<file path="src/rtl/ex_mem.sv">
// EX/MEM pipeline register: one-cycle EX->MEM latency; flush and stall[3]/stall[4] insert bubbles or hold.
// Also returns the madd/msub partial product and step counter to EX while EX alone is stalled.
module ex_mem #(
    parameter logic [4:0] NOP_REG_ADDR = 5'b00000,
    parameter logic [7:0] ALUOP_NOP    = 8'b00000000
) (
    input  logic        clk,
    input  logic        rst,
    input  logic [5:0]  stall,
    input  logic        flush,
    input  logic [4:0]  ex_wd,
    input  logic        ex_wreg,
    input  logic [31:0] ex_wdata,
    input  logic [31:0] ex_hi,
    input  logic [31:0] ex_lo,
    input  logic        ex_whilo,
    input  logic [7:0]  ex_aluop,
    input  logic [31:0] ex_mem_addr,
    input  logic [31:0] ex_reg2,
    input  logic [63:0] hilo_i,
    input  logic [1:0]  cnt_i,
    output logic [4:0]  mem_wd,
    output logic        mem_wreg,
    output logic [31:0] mem_wdata,
    output logic [31:0] mem_hi,
    output logic [31:0] mem_lo,
    output logic        mem_whilo,
    output logic [7:0]  mem_aluop,
    output logic [31:0] mem_mem_addr,
    output logic [31:0] mem_reg2,
    output logic [63:0] hilo_o,
    output logic [1:0]  cnt_o
);

    typedef struct packed {
        logic [4:0]  wd;
        logic        wreg;
        logic [31:0] wdata;
        logic [31:0] hi;
        logic [31:0] lo;
        logic        whilo;
        logic [7:0]  aluop;
        logic [31:0] mem_addr;
        logic [31:0] reg2;
    } stage_t;

    // Bubble equals sll $0,$0,0: no GPR, HI/LO or memory side effects.
    localparam stage_t BUBBLE = '{
        wd:       NOP_REG_ADDR,
        wreg:     1'b0,
        wdata:    32'd0,
        hi:       32'd0,
        lo:       32'd0,
        whilo:    1'b0,
        aluop:    ALUOP_NOP,
        mem_addr: 32'd0,
        reg2:     32'd0
    };

    stage_t      ex_stage;
    stage_t      mem_stage;
    logic [63:0] hilo_q;
    logic [1:0]  cnt_q;
    logic        ex_stall;
    logic        mem_stall;
    logic        unused_stall;

    assign ex_stall     = stall[3];
    assign mem_stall    = stall[4];
    assign unused_stall = ^{stall[5], stall[2:0]};

    assign ex_stage = '{
        wd:       ex_wd,
        wreg:     ex_wreg,
        wdata:    ex_wdata,
        hi:       ex_hi,
        lo:       ex_lo,
        whilo:    ex_whilo,
        aluop:    ex_aluop,
        mem_addr: ex_mem_addr,
        reg2:     ex_reg2
    };

    // stall[3]=0 with stall[4]=1 never comes from control; it falls into the advance branch.
    always_ff @(posedge clk or negedge rst) begin
        if (!rst) begin
            mem_stage <= BUBBLE;
            hilo_q    <= 64'd0;
            cnt_q     <= 2'd0;
        end else if (flush) begin
            mem_stage <= BUBBLE;
            hilo_q    <= 64'd0;
            cnt_q     <= 2'd0;
        end else if (ex_stall && !mem_stall) begin
            // EX is mid-sequence: MEM gets a bubble, partial product loops back.
            mem_stage <= BUBBLE;
            hilo_q    <= hilo_i;
            cnt_q     <= cnt_i;
        end else if (!ex_stall) begin
            mem_stage <= ex_stage;
            hilo_q    <= 64'd0;
            cnt_q     <= 2'd0;
        end
    end

    assign mem_wd       = mem_stage.wd;
    assign mem_wreg     = mem_stage.wreg;
    assign mem_wdata    = mem_stage.wdata;
    assign mem_hi       = mem_stage.hi;
    assign mem_lo       = mem_stage.lo;
    assign mem_whilo    = mem_stage.whilo;
    assign mem_aluop    = mem_stage.aluop;
    assign mem_mem_addr = mem_stage.mem_addr;
    assign mem_reg2     = mem_stage.reg2;
    assign hilo_o       = hilo_q;
    assign cnt_o        = cnt_q;

endmodule

</file>
<file path="config.mk">
export PLATFORM = sky130hd
export DESIGN_NAME = ex_mem
export DESIGN_NICKNAME = d
export VERILOG_FILES = /design/src/rtl/ex_mem.sv
export SDC_FILE = /design/constraint.sdc
export NUM_CORES = 1
export LEC_CHECK = 0
export BUFFER_PORTS_ARGS = -buffer_cell sky130_fd_sc_hd__buf_2
export CORE_AREA = 2 2 191 193
export DETAILED_ROUTE_END_ITERATION = 12
export DIE_AREA = 0 0 193 195
export GPL_TIMING_DRIVEN = 0
export HOLD_SLACK_MARGIN = 0.08
export SLEW_MARGIN = 20
export SYNTH_ARGS = -nofsm -noshare
export SYNTH_HDL_FRONTEND = slang
export SYNTH_SLANG_ARGS = --single-unit
</file>
<file path="constraint.sdc">
create_clock -name clk -period 0.9 [get_ports clk]
set_input_delay 0.135 -clock clk [delete_from_list [all_inputs] [get_ports clk]]
set_output_delay 0.135 -clock clk [all_outputs]
set_load 0.01 [all_outputs]
</file>
==> results.yml, run 1 <==
power:
  clkPwrFrac_pct: 40.2
  combinationalPowerShare_pct: 17.7
  p_total_uw: 27570
  switching_power_uw: 7108
  intPower_uw: 20460
  ir_worst_vdd_mv: 1.288
  leakage_uw: 0.009333
  power_density_nw_per_um2: 1481
  swShare_pct: 25.78
  p_seq_share_pct: 42.1
place:
  dp.cells: 1938
  place_area_um2: 13390
  place_congestion: 0.8739
  port_buffers: 483
  pre_cts_ws_ps: -550.5
  dp_hpwl_um: 27140
sta:
  finalSetupTns_ps: -71240
  worst_slew_pin_slew_ps: 601.9
  hold_ws_ps: -446.2
  fmax_mhz: 780.3
  hold_viol: 68
  final_max_slew_viol_count: 0
  setup_viol: 257
  setup_ws_ps: -381.6
  rsz0062_at_grt: "true"
  finalCritPeriodShare_pct: 142.4
  period_needed_ps: 1282
  maxSlewHeadroom_pct: 59.87
  finalClockSkew_ps: 0
clocking:
  cts_tree: "built"
  cts-root-buf: "clkbuf_16"
  clock_sinks: 241
  clk_pin_slew_worst_paths_ps: 70
  holdBufCountCts: 241
  clockBufferDepth: 3
  htree_levels: 1
  cts_buffers: 27
  clk_latency_ps: 540
setup_path:
  crit_path_max_fanout: 2
  critPathLaunchType: "register"
  cp-end-kind: "primary output"
  critical_path.top_delay_family: "flip-flops"
  cpMaxStageDelayCell: "dfrtp_1"
  crit_required_ps: 760
  cp.arrival_ps: 1150
  cp_num_buf_inv: 1
  rrSetupSlack_ps: -120
  worstSetupPathType: "reg2out"
  slowest_delay_ps: 440
  crit_chain: "buf_2"
routing:
  detail-route-antenna-nets: 0
  routed_wl_um: 42840
  drt_first_pass_iters: 5
  first_iter_violations: 479
  drc: 0
  viasPerCell: 4.700
  vias: 11110
  avgRoutedWirePerCell_um: 18.13
yosys:
  ys_types: 11
  syn_area_um2: 10290
  ys_seq_area_share_pct: 58.59
  yosysTopAreaCellShare_pct: 58.59
  ys_top_cells_by_count: "241 x dfrtp_1, 176 x nand2b_1, 175 x a21oi_1, 175 x nand3_1"
  synth_top_area_cell: "dfrtp_1"
  ys_ff_latch: 241
  synth_edf_count: 0
  syn_inst: 992
  yosysWarnings: 0
  synthMostInstantiatedCell: "dfrtp_1"
  synthFlopType: "dfrtp_1"
  synth.area.top_cells: "dfrtp_1 59%, nand2b_1 11%, a21oi_1 8.5%"
  synth_fp_nets: 1242
  synth_area_per_cell_um2: 10.38
  synthArstFlopShare_pct: 100.0
global_routing:
  grtUsageTotal_pct: 20.82
  grt_max_degree: 93
  overflow: 0
  grt_first_pass_wirelength_um: 62090
  grt_pass1_vias: 11420
  antenna_found_initial: 1
floorplan:
  io_pins: 491
  fp.dieH_um: 195
  die_area_um2: 37640
  die_x_um: 193
  rows: 69
  start_util_pct: 29.08
  core_um2: 35400
outcome:
  status: "complete, but fails checks"
  violations: "hold timing, setup timing"
finish:
  nets: 2134
  area_growth_pct: 80.90
  layout.cells.non_filler: 2363
  final_area_um2: 18620
  final_layout_size_suffix_gt1_share_pct: 39.87
flow_run:
  drv_cap: 0
hold_path:
  hp-class: "in2async"
## state kept, by name (all words and copies together) (netlist names)
signal	flops
mem_lo	32
cnt_o	2
mem_wdata	32
mem_wd	5
mem_hi	32
mem_whilo	1
mem_reg2	32
mem_wreg	1
hilo_o	64
mem_mem_addr	32
mem_aluop	8
## what timing repair did
item | CTS | global route
pin swaps | 0 | 7
endpoints found under the setup margin | 241 | 271
resized for setup | 114 | 73
hold endpoints to repair | 312 | 68
setup buffers | 70 | 71
## kinds of logic (layout without fill, tap and decap cells)
logic type / count (synthesis) / in the layout / synth area share, %
flip-flops: 241 / 241 / 58.59
buffers and inverters: 93 / 1002 / 4.863
AO/OA/AOI/OAI: 175 / 175 / 8.510
AND/OR/NAND/NOR: 417 / 417 / 21.61
multiplexers: 66 / 66 / 6.419
other: 0 / 1 / 0
## area by class of cell
class,instances,area [um^2]
diodes,1,2.502
clock buffers,38,777.0
repair buffers,863,6751
flip-flops and latches,241,6031
clock inverters,8,95.09
fillers,2967,16780
well taps,461,576.8
multi-input cells,658,3837
plain buffers,93,548.0
## metrics by stage
step / util, % / hold WS (ps)
after floorplan: - / -160.6
after global placement: 37.65 / 373.7
after detailed placement: 37.84 / 147.8
after CTS: 50.17 / -431.3
after global routing: 52.60 / -405.2
final: 52.60 / -446.2
## worst paths after layout
| kind | startpoint | to | depth (start not counted) |
|---|---|---|---|
| setup / recovery | mem_hi[6] | mem_hi[6] | 1 |
| hold / removal | rst | mem_hi[18] | 1 |
| setup reg to reg | hilo_o[20] | hilo_o[20] | 4 |
| hold reg to reg | hilo_o[49] | hilo_o[49] | 2 |
| max in group asynchronous | rst | mem_reg2[24] | 2 |
| min in group clk | flush | mem_wd[0] | 3 |
## metal layers
metal / track usage (%) / part of all wire [%] / routed length (um) / up-vias
li1: - / - / - / 5130
met1: 23.70 / 37 / 15960 / 5390
met2: 37.57 / 52 / 22110 / 472
met3: 4.960 / 7.2 / 3070 / 114
met4: 7.576 / 4.0 / 1702 / 0
met5: 0 / 0 / 0 / -
## power by group through the flow
| stage | Combinational [uW] | Clock [uW] | Sequential, uW |
|---|---|---|---|
| after floorplan | 1300 | 0 | 11900 |
| final | 4880 | 11100 | 11600 |
| after detailed placement | 3290 | 0 | 11700 |
| after CTS | 4510 | 11300 | 11600 |
| after global routing | 5270 | 11700 | 11600 |
| after global placement | 3230 | 0 | 11700 |
## layout by cell type (no fill, tap or decap)
cell           Yosys  final
buf_2             40    399
dfrtp_1          241    241
dlygate4sd3_1      0    241
nand2b_1         176    176
nand3_1          175    169
a21oi_1          175    168
buf_6             12    148
buf_4              3    134
nor2_1            66     66
mux2i_1           66     63
clkbuf_16          0     27
clkbuf_1          30     19
clkbuf_2           0     16
a21oi_2            0      7
nand3_2            0      6
clkbuf_8           0      6
clkinv_2           0      4
buf_8              0      2
mux2i_2            0      2
bufinv_16          0      2
clkinvlp_4         0      2
buf_16             0      2
diode_2            0      1
mux2i_4            0      1
Power figures use the tool's default switching activity.
==> run 2: changes to the inputs <==
--- a/config.mk
+++ b/config.mk
@@ -5,7 +5,7 @@
 export SDC_FILE = /design/constraint.sdc
 export NUM_CORES = 1
 export LEC_CHECK = 0
-export BUFFER_PORTS_ARGS = -buffer_cell sky130_fd_sc_hd__buf_2
+export BUFFER_PORTS_ARGS = -buffer_cell sky130_fd_sc_hd__clkbuf_2
 export CORE_AREA = 2 2 191 193
 export DETAILED_ROUTE_END_ITERATION = 12
 export DIE_AREA = 0 0 193 195
==> constraint.sdc (replaced) <==
create_clock -name clk -period 1.49 [get_ports clk]
set_input_delay 0.2235 -clock clk [delete_from_list [all_inputs] [get_ports clk]]
set_output_delay 0.2235 -clock clk [all_outputs]
set_load 0.01 [all_outputs]
==> run 2 against run 1 <==
The run now ends clean. Flip-flop and latch count unchanged. Die area unchanged. Critical path depth unchanged. Final area decreased by 11%. Critical endpoint is now mem_reg2[1]. Highest routed layer unchanged. Clock skew unchanged. Final cell count decreased by 5.7%. Utilization decreased by 5.7 points.
==> results.yml, run 2 (synthesis gave the netlist of run 1 again) <==
finish:
  final_layout_size_suffix_gt1_share_pct: 32.67
  area_growth_pct: 61.39
  layout_common_cells: "482 x clkbuf_2, 242 x dlygate4sd3_1, 241 x dfrtp_1"
  seqCellArea_um2: 6031
  postLayoutCoreUtil_pct: 46.93
  final_common_cell: "clkbuf_2"
  largest_reg_flops: 64
  final_area_um2: 16610
  multi_input_area_um2: 3761
  nets: 1999
  nFillCells: 3287
routing:
  drt_first_pass_iters: 5
  vias: 10410
  viasPerCell: 4.672
  avgRoutedWirePerCell_um: 17.09
  detail-route-antenna-nets: 0
  routed_wl_um: 38100
  drc: 0
  first_iter_violations: 462
setup_path:
  crit_path_max_fanout: 2
  cp.arrival_ps: 1110
  crit_required_ps: 1270
  slowest_delay_ps: 410
  critical_path.top_delay_family: "flip-flops"
  crit_chain: "clkbuf_2"
  cpMaxStageDelayCell: "dfrtp_1"
  cp-end-kind: "primary output"
  cp_num_buf_inv: 1
  critPathLaunchType: "register"
  worstSetupPathType: "reg2out"
sta:
  fmax_mhz: 749.3
  maxSlewHeadroom_pct: 61.45
  rsz0062_at_grt: "false"
  setup_viol: 0
  final_max_slew_viol_count: 0
  finalCritPeriodShare_pct: 89.57
  finalClockSkew_ps: 0
  worst_slew_pin_slew_ps: 578.2
  period_needed_ps: 1335
  hold_viol: 0
clocking:
  clockBufferDepth: 3
  clk_latency_ps: 540
  cts_tree: "built"
  cts_resized: 0
  cts-root-buf: "clkbuf_16"
  cts_buffers: 27
  htree_levels: 1
  clk_pin_slew_worst_paths_ps: 60
  clock_sinks: 241
floorplan:
  start_util_pct: 29.08
  fp.dieH_um: 195
  rows: 69
  die_area_um2: 37640
  core_um2: 35400
  die_x_um: 193
  io_pins: 491
place:
  place_area_um2: 13380
  place_congestion: 0.8247
  dp_hpwl_um: 26800
  port_buffers: 483
global_routing:
  overflow: 0
  grtUsageTotal_pct: 19.22
  grt_max_degree: 81
  grt_first_pass_wirelength_um: 57730
  antenna_found_initial: 2
  grt_pass1_vias: 10800
hold_path:
  hp-class: "in2async"
power:
  power_density_nw_per_um2: 944.4
  leakage_uw: 0.008285
  ir_worst_vdd_mv: 0.8548
flow_run:
  drv_cap: 0
outcome:
  status: "finished clean"
==> run 2: cell count changes in the layout (fill, tap and decap cells not counted), sizes merged <==
cell,delta
buf,-619
bufinv,-2
clkbuf,+487
clkinvlp,-2
diode,+1
dlygate4sd3,+1
==> run 2: metrics by stage <==
| step | worst slack, ps | power, uW | setup TNS, ps | std cells | hold WS, ps |
|---|---|---|---|---|---|
| 2_1_floorplan | 437.5 | 7981 | 0 | 992 | -72.09 |
| 3_3_place_gp | -4942 | 9018 | -1189800 | 1936 | 455.4 |
| 3_5_place_dp | -161.5 | 9065 | -8007 | 1939 | 161.0 |
| 4_1_cts | 112.8 | 15880 | 0 | 2227 | 157.6 |
| 5_1_grt | 95.51 | 16360 | 0 | 2229 | 188.4 |
| 6_report | 155.3 | 15690 | 0 | 2229 | 179.5 |
==> run 2: path summary, 6_finish.rpt <==
path	to	cells after the start	slack (ps)	startpoint
worst max-delay path	mem_reg2[1]	1	160	mem_reg2[1]
worst min register to register	hilo_o[39]	2	520	hilo_o[39]
min in group clk	mem_wdata[23]	3	260	flush
worst max register to register	hilo_o[3]	2	720	hilo_o[3]
worst min-delay path	mem_hi[5]	2	180	rst
max in group asynchronous	mem_reg2[15]	4	260	rst
==> run 2: layout make-up <==
cell class | instances | area share (%)
timing repair buffer | 728 | 29.69
multi-input combinational | 658 | 22.64
antenna | 2 | 0.03013
clock buffer | 42 | 4.708
clock inverter | 4 | 0.1431
sequential | 241 | 36.31
buffer | 93 | 3.013
tap | 461 | 3.472
==> run 2: repair_timing <==
item                                   in CTS  in global routing
endpoints found under the hold margin     402                  0
setup buffers                               0                  0
hold buffers                              242                  0
==> run 2: worst register-to-register path, delay by kind of cell, from the launching register on <==
kind	cells	cell delay [ps]
flops	1	420
mux	1	170
simple gates	1	50
==> run 2: routing by layer <==
layer | vias to the layer above | GRT usage, % | share of wire, %
li1 | 4867 | - | -
met1 | 5038 | 22.34 | 39
met2 | 411 | 34.06 | 49
met3 | 97 | 4.367 | 7.1
met4 | 0 | 7.492 | 4.3
met5 | - | 0 | 0
==> run 2: report_power, final <==
group	switching (uW)	internal [uW]
sequential	164	6820
clock	2650	3570
combinational	1260	1230
total	4070	11600
==> run 3: changes to the inputs <==
--- a/config.mk
+++ b/config.mk
@@ -6,9 +6,10 @@
 export NUM_CORES = 1
 export LEC_CHECK = 0
 export BUFFER_PORTS_ARGS = -buffer_cell sky130_fd_sc_hd__clkbuf_2
-export CORE_AREA = 2 2 191 193
+export CORE_AREA = 2 2 193 195
+export CTS_BUF_LIST = sky130_fd_sc_hd__clkbuf_8
 export DETAILED_ROUTE_END_ITERATION = 12
-export DIE_AREA = 0 0 193 195
+export DIE_AREA = 0 0 195 197
 export GPL_TIMING_DRIVEN = 0
 export HOLD_SLACK_MARGIN = 0.08
 export SLEW_MARGIN = 20
==> constraint.sdc (replaced) <==
create_clock -name clk -period 1.6 [get_ports clk]
set_input_delay 0.24 -clock clk [delete_from_list [all_inputs] [get_ports clk]]
set_output_delay 0.24 -clock clk [all_outputs]
set_load 0.01 [all_outputs]
==> run 3 against run 2 <==
Clock power down 6.3%. Utilization shrank 1.0 points. Non-clock buffer count down 1. Worst setup slack gained 56 ps. Critical path type unchanged. Flip-flop and latch count did not move. Sequential share of layout area shrank 0.093 points. Sequential power is 6.9% lower. Critical endpoint is now mem_wdata[27]. Largest power group unchanged.
==> results.yml, run 3 (synthesis gave the netlist of run 1 again) <==
outcome:
  status: "finished clean"
sta:
  maxSlewHeadroom_pct: 54.64
  setup_viol: 0
  worst_slew_pin_slew_ps: 680.4
  rsz0062_at_grt: "false"
  final_max_slew_viol_count: 0
  fmax_mhz: 720.0
  finalSetupTns_ps: 0
  hold_viol: 0
  finalClockSkew_ps: 0
  finalCritPeriodShare_pct: 86.81
  hold_ws_ps: 282.7
  period_needed_ps: 1389
clocking:
  clockBufferDepth: 3
  cts_buffers: 43
  postCtsSetupBuffers: 0
  htree_levels: 2
  clock_sinks: 241
  cts-root-buf: "clkbuf_8"
  cts_tree: "built"
  clk_pin_slew_worst_paths_ps: 70
  clk_latency_ps: 570
routing:
  drc: 0
  avgRoutedWirePerCell_um: 17.34
  routed_wl_um: 39300
  detail-route-antenna-nets: 0
  first_iter_violations: 365
  vias: 10500
  viasPerCell: 4.632
  drt_first_pass_iters: 4
finish:
  final_layout_size_suffix_gt1_share_pct: 33.63
  layout_common_cells: "482 x clkbuf_2, 242 x dlygate4sd3_1, 241 x dfrtp_1"
  nets: 2014
  largest_reg_flops: 64
  final_common_cell: "clkbuf_2"
  area_growth_pct: 61.80
  postLayoutCoreUtil_pct: 45.93
  final_area_um2: 16650
place:
  port_buffers: 483
  place_congestion: 0.8500
  dp_hpwl_um: 26800
  place_area_um2: 13360
power:
  p_seq_share_pct: 44.4
  clkPwrFrac_pct: 39.7
  intPower_uw: 10630
  combinationalPowerShare_pct: 15.9
  leakage_uw: 0.008367
  switching_power_uw: 4020
  ir_worst_vdd_mv: 0.7052
  swShare_pct: 27.44
  power_density_nw_per_um2: 879.5
  p_total_uw: 14650
setup_path:
  cpMaxStageDelayCell: "dfrtp_1"
  cp-end-kind: "primary output"
  crit_path_max_fanout: 2
  worstSetupPathType: "reg2out"
  crit_cells: 1
  critPathLaunchType: "register"
  critical_path.top_delay_family: "flip-flops"
  slowest_delay_ps: 410
  cp_num_buf_inv: 1
  cp.arrival_ps: 1150
  crit_chain: "clkbuf_2"
  crit_required_ps: 1360
  r2r_cells: 2
floorplan:
  core_um2: 36260
  die_area_um2: 38420
  io_pins: 491
  rows: 70
  start_util_pct: 28.39
  die_x_um: 195
  fp.dieH_um: 197
hold_path:
  hold_depth: 3
  hp-class: "in2reg"
global_routing:
  overflow: 0
  grt_max_degree: 83
  grt_first_pass_wirelength_um: 61080
  grt_pass1_vias: 11240
  grtUsageTotal_pct: 20.12
  antenna_found_initial: 3
flow_run:
  drv_cap: 0
-- run 3: cell types whose count changed in the layout (fill, tap and decap cells not counted) --
cell	change
clkbuf_8	+51
clkbuf_16	-27
inv_1	+13
clkbuf_1	-10
clkinvlp_4	+3
clkinv_2	+2
buf_16	-1
clkinv_4	-1
-- run 3: layout make-up --
cell class | count | area (um^2)
Tap cell | 468 | 585.6
Fill cell | 3397 | 19610
Sequential cell | 241 | 6031
Buffer | 93 | 500.5
Antenna cell | 2 | 5.005
Multi-Input combinational cell | 658 | 3761
Timing Repair Buffer | 727 | 4903
Clock buffer | 56 | 770.7
Clock inverter | 21 | 96.34
-- run 3: per-layer routing --
layer / track usage, % / wire length (um)
met1: 22.96 / 15430
met2: 34.30 / 19110
met3: 5.202 / 2757
met4: 11.59 / 1991
met5: 0 / 13
-- run 3: path summary, 6_finish.rpt --
check	start	end	slack [ps]
max	mem_wdata[27]	mem_wdata[27]	210
min	flush	mem_wdata[26]	280
max reg2reg	hilo_o[14]	hilo_o[14]	860
min reg2reg	hilo_o[39]	hilo_o[39]	520
max in group asynchronous	rst	mem_reg2[15]	420
min in group asynchronous	rst	mem_wdata[11]	290
-- run 3: what timing repair did --
| item | CTS | global route |
|---|---|---|
| hold buffers | 242 | 0 |
| gates resized for setup | 0 | 0 |
| hold endpoints to repair | 318 | 0 |
-- run 3: stage by stage --
stage	setup WS [ps]	instances
detailed placement	-156.4	1945
global route	116.9	2266
CTS	133.4	2264
floorplan	531.0	992
global placement	-4833	1943
finish	211.1	2266
-- run 3: power by group through the flow --
stage,combinational [uW],clock [uW],sequential (uW)
finish,2330,5820,6500
global route,2530,6280,6530
CTS,2320,6020,6500
detailed placement,1840,0,6600
global placement,1800,0,6600
floorplan,720,0,6710
